$ cat config.mk
export PLATFORM = sky130hd
export DESIGN_NAME = sync_fifo_flags
export DESIGN_NICKNAME = d
export VERILOG_FILES = /design/src/rtl/sync_fifo_flags.sv
export SDC_FILE = /design/constraint.sdc
export NUM_CORES = 1
export LEC_CHECK = 0
export ABC_AREA = 1
export BUFFER_PORTS_ARGS = -buffer_cell sky130_fd_sc_hd__buf_2
export CORE_MARGIN = 2
export CORE_UTILIZATION = 30
export CTS_CLUSTER_DIAMETER = 50
export CTS_CLUSTER_SIZE = 20
export DETAILED_ROUTE_END_ITERATION = 8
export GPL_TIMING_DRIVEN = 1
export PLACE_DENSITY = 0.56
export SLEW_MARGIN = 15
export SYNTH_ARGS = -nofsm -noshare
export SYNTH_HDL_FRONTEND = slang
export SYNTH_SLANG_ARGS = --single-unit
$ cat constraint.sdc
create_clock -name clk -period 2.62 [get_ports clk]
set_input_delay 0.524 -clock clk [delete_from_list [all_inputs] [get_ports clk]]
set_output_delay 0.524 -clock clk [all_outputs]
set_load 0.01 [all_outputs]
$ cat src/rtl/sync_fifo_flags.sv
`default_nettype none
//------------------------------------------------------------------------------
// Module  : sync_fifo_flags
// Brief   : Single-clock FIFO with occupancy count, almost flags, sticky
//           overflow/underflow and selectable FWFT read mode.
// Rev     : 1.0  initial release
//------------------------------------------------------------------------------
module sync_fifo_flags #(
    parameter int DATA_WIDTH = 8,
    parameter int DEPTH      = 16,
    parameter int AF_LEVEL   = DEPTH - 2,
    parameter int AE_LEVEL   = 2,
    parameter int FWFT       = 0
) (
    input  logic                          clk,
    input  logic                          rst,
    input  logic                          push,
    input  logic [DATA_WIDTH-1:0]         data_in,
    input  logic                          pop,
    output logic [DATA_WIDTH-1:0]         data_out,
    output logic                          rd_valid,
    output logic                          full,
    output logic                          empty,
    output logic                          almost_full,
    output logic                          almost_empty,
    output logic [$clog2(DEPTH):0]        count,
    output logic                          overflow,
    output logic                          underflow,
    input  logic                          clr_err
);

    localparam int AW = $clog2(DEPTH);
    localparam logic [AW:0] c_depth    = (AW+1)'(DEPTH);
    localparam logic [AW:0] c_af_level = (AW+1)'(AF_LEVEL);
    localparam logic [AW:0] c_ae_level = (AW+1)'(AE_LEVEL);

    logic [DATA_WIDTH-1:0] r_mem [DEPTH];
    logic [AW-1:0]         r_wr_ptr;
    logic [AW-1:0]         r_rd_ptr;
    logic [AW:0]           r_count;
    logic                  r_overflow;
    logic                  r_underflow;

    logic w_pop_ok;
    logic w_push_ok;

    // Flags decode only the registered count, never same-cycle requests.
    assign full         = (r_count == c_depth);
    assign empty        = (r_count == '0);
    assign almost_full  = (r_count >= c_af_level);
    assign almost_empty = (r_count <= c_ae_level);
    assign count        = r_count;
    assign overflow     = r_overflow;
    assign underflow    = r_underflow;

    // A pop on full frees a slot, so a simultaneous push still fits.
    assign w_pop_ok  = pop & ~empty;
    assign w_push_ok = push & (~full | w_pop_ok);

    always_ff @(posedge clk) begin
        if (!rst && w_push_ok) begin
            r_mem[r_wr_ptr] <= data_in;
        end
    end

    always_ff @(posedge clk) begin
        if (rst) begin
            r_wr_ptr    <= '0;
            r_rd_ptr    <= '0;
            r_count     <= '0;
            r_overflow  <= 1'b0;
            r_underflow <= 1'b0;
        end else begin
            if (w_push_ok) begin
                r_wr_ptr <= r_wr_ptr + AW'(1);
            end
            if (w_pop_ok) begin
                r_rd_ptr <= r_rd_ptr + AW'(1);
            end
            case ({w_push_ok, w_pop_ok})
                2'b10:   r_count <= r_count + (AW+1)'(1);
                2'b01:   r_count <= r_count - (AW+1)'(1);
                default: r_count <= r_count;
            endcase
            // A new error in the same cycle as clr_err keeps the flag set.
            r_overflow  <= (r_overflow  & ~clr_err) | (push & ~w_push_ok);
            r_underflow <= (r_underflow & ~clr_err) | (pop  & ~w_pop_ok);
        end
    end

    generate
        if (FWFT != 0) begin : g_fwft
            // Head word is shown only while it is valid so nothing stale leaks out.
            assign data_out = empty ? '0 : r_mem[r_rd_ptr];
            assign rd_valid = ~empty;
        end else begin : g_std
            logic [DATA_WIDTH-1:0] r_data_out;
            logic                  r_rd_valid;

            always_ff @(posedge clk) begin
                if (rst) begin
                    r_data_out <= '0;
                    r_rd_valid <= 1'b0;
                end else begin
                    r_rd_valid <= w_pop_ok;
                    if (w_pop_ok) begin
                        r_data_out <= r_mem[r_rd_ptr];
                    end
                end
            end

            assign data_out = r_data_out;
            assign rd_valid = r_rd_valid;
        end
    endgenerate

endmodule
`default_nettype wire

==> flow_summary.yaml <==
drt:
  drc: 0
  routed_wl_um: 15900
  drtPass1Iterations: 4
  via_per_inst: 4.55
  wl_per_cell_um: 15.6
  ant_nets: 0
  via_count: 4623
  drt_iter0_drc: 353
timing:
  setup_viol: 0
  max_freq_mhz: 472
  worst_slack_ps: 500
  whs_ps: 357
  fin_crit_sh_pct: 80.9
  timing_hold_violations_final: 0
  layout_min_cycle_time_ps: 2120
  drv_slew: 0
  setup_tns_ps: 0
  skew_ps: 9.27
  rsz0062_at_grt: "false"
  tightest_slew_ps: 776
  slew_headroom_pct: 48.3
yosys:
  synthSimpleGateAreaFrac_pct: 22.8
  synth_top_family_by_area: "simple AND/OR/NAND/NOR gates"
  synth_most_common_cell: "nand2_1"
  synth_xor_area_share_pct: 0.391
  synth_cell_types: 30
  synth_top_cell_area_share_pct: 57.2
  synth-edff-count: 128
  synth_fa_ha_area_share_pct: 1.79
  yosys.area.top_type: "edfxtp_1"
  syn_area_um2: 6730
  ys_ff_latch: 152
  synth_common_cells: "190 x nand2_1, 128 x edfxtp_1, 102 x nand3_1"
  syn_avg_cell_area_um2: 9.93
  synth_area_leaders: "edfxtp_1 57%, nand2_1 11%, nand3_1 7.6%"
  synth_compound_area_share_pct: 2.66
  yosysSeqAreaShare_pct: 64.3
  yosys_warnings: 0
  syn_inst: 677
  synth_ff_type: "edfxtp_1"
  synth_mux_area_share_pct: 0
  syn-num-nets: 699
  synthArstFlopShare_pct: 0
clocking:
  ctsHtreeMaxLevel: 4
  cts_inserted_buffers: 17
  cts_sinks: 152
  tritoncts: "done"
  clockRootBuffer: "clkbuf_16"
  insertion_delay_ps: 430
  cts.clk_slew.worst_paths_ps: 60
  postCtsSetupBuffers: 0
  holdBufCountCts: 0
  clk_path_buf_depth: 2
  ctsResizeCount: 0
global_routing:
  grt_overflow: 0
  grt_pass1_wl_um: 25000
  grt.total_usage_pct: 14.1
  grt_pass1_vias: 4522
  grt_max_degree: 67
  antenna_found_initial: 0
critical_path:
  required_ps: 2950
  cp.arrival_ps: 2450
  r2r_setup_slack_ps: 500
  path_class: "reg2reg"
  worstReg2RegStart: "count[1]"
  reg2reg_depth: 15
  crit_end: "count[4]"
  worstReg2RegEnd: "count[4]"
  crit_fanout: 7
  worstSetupStartpointType: "register"
  crit_path_start: "count[1]"
  crit_path_end_kind: "register"
placed_design:
  port_buffers: 32
  dpl_worst_slack_ps: 494
  gp_congestion: 0.813
  place_hpwl_um: 9850
cells_and_area:
  fill_cells: 2229
  nets: 746
  syn2layout_area_growth_pct: 17.1
  n_antenna_cell: 0
  drive_gt1_share_pct: 14.2
min_path:
  min_path_type: "in2reg"
run_status:
  status: "finished clean"
floorplanning:
  io_pins: 33
  rows: 54
  die_height_um: 154
  start_util_pct: 30.7
  core_area_um2: 21900
  die_w_um: 154
  die_area_um2: 23600
flow_run:
  maxCapViolCount: 0
power:
  p_per_area_nw_per_um2: 882
  peakVddDrop_v: 0.000512
  total_leakage_power_nw: 3.34
## metrics by stage
step                area [um2]  power (mW)  util (%)  std cells
detailed placement        7250        4.46      33.1        985
finish                    7870        6.95      36.0       1017
floorplan                 6730        4.00         -        677
CTS                       7870        7.01      36.0       1017
global placement          7250        4.44      33.1        985
global route              7870        7.32      36.0       1017
## layout make-up
class	count	area [um2]	share of cell area (%)
clock inverter	15	193	2.45
clock buffer	17	425	5.40
multi-input combinational	403	1860	23.6
inverter	93	349	4.43
timing repair buffer	57	373	4.74
tap	280	350	4.45
sequential	152	4330	54.9
## power by group
group          leakage (nW)  switching [mW]  internal, mW
combinational          1.68            1.02         0.521
sequential             1.35           0.116          2.73
clock                 0.306            1.04          1.52
## flip-flops by register name (all words and copies together), names as in the netlist
name and count:
r_mem 128, underflow 1, data_out 8, r_wr_ptr 4, count 5, rd_valid 1, r_rd_ptr 4, overflow 1
## cell usage in the layout, fill, tap and decap left out, drive strengths merged
| cell | netlist | routed |
|---|---|---|
| nand2 | 193 | 193 |
| edfxtp | 128 | 128 |
| nand3 | 103 | 103 |
| inv | 91 | 96 |
| nor2 | 65 | 65 |
| buf | 24 | 57 |
| dfxtp | 24 | 24 |
| o21ai | 18 | 18 |
| clkbuf | 5 | 17 |
| a21oi | 10 | 10 |
| clkinv | 2 | 9 |
| ha | 8 | 8 |
| xor2 | 3 | 3 |
| bufinv | 0 | 3 |
| a2111oi | 1 | 1 |
| o21bai | 1 | 1 |
| fa | 1 | 1 |
## logic make-up (layout without fill, tap and decap cells)
family / after synthesis / after routing
AOI/OAI and AO/OA: 30 / 30
adders and majority gates: 9 / 9
and+or+nand+nor: 361 / 361
DFF: 152 / 152
xor gates and xnor gates: 3 / 3
buffers and inverters: 122 / 182
## layer usage
metal / global-route usage, % / wire (um)
met1: 18.1 / 7220
met2: 23.0 / 7630
met3: 3.02 / 627
met4: 5.90 / 376
met5: 0 / 0
## worst min path at each step
| stage | from | endpoint | slack [ps] | cells after the start |
|---|---|---|---|---|
| final | clr_err | overflow | 360 | 4 |
| after global routing | clr_err | overflow | 370 | 4 |
| after CTS | clr_err | overflow | 340 | 4 |
| after detailed placement | overflow | overflow | 450 | 2 |
| after global placement | underflow | underflow | 450 | 2 |
| after floorplan | r_wr_ptr[3] | r_wr_ptr[3] | 470 | 2 |
## worst max-delay path, cell delays in order (launching register included)
cell     delay, ps
dfxtp_1        400
nor2_4         180
nand3_4         90
nand2_4        100
inv_2           40
nand2_1         70
inv_1           90
fa_1           410
nand2_1         80
nand2_1         50
a21oi_1        170
nand2_1         70
nand2_1         80
nand3_1         70
nand2_1         70
nor2_1          40
No activity file was read; power rests on OpenSTA's default activity.
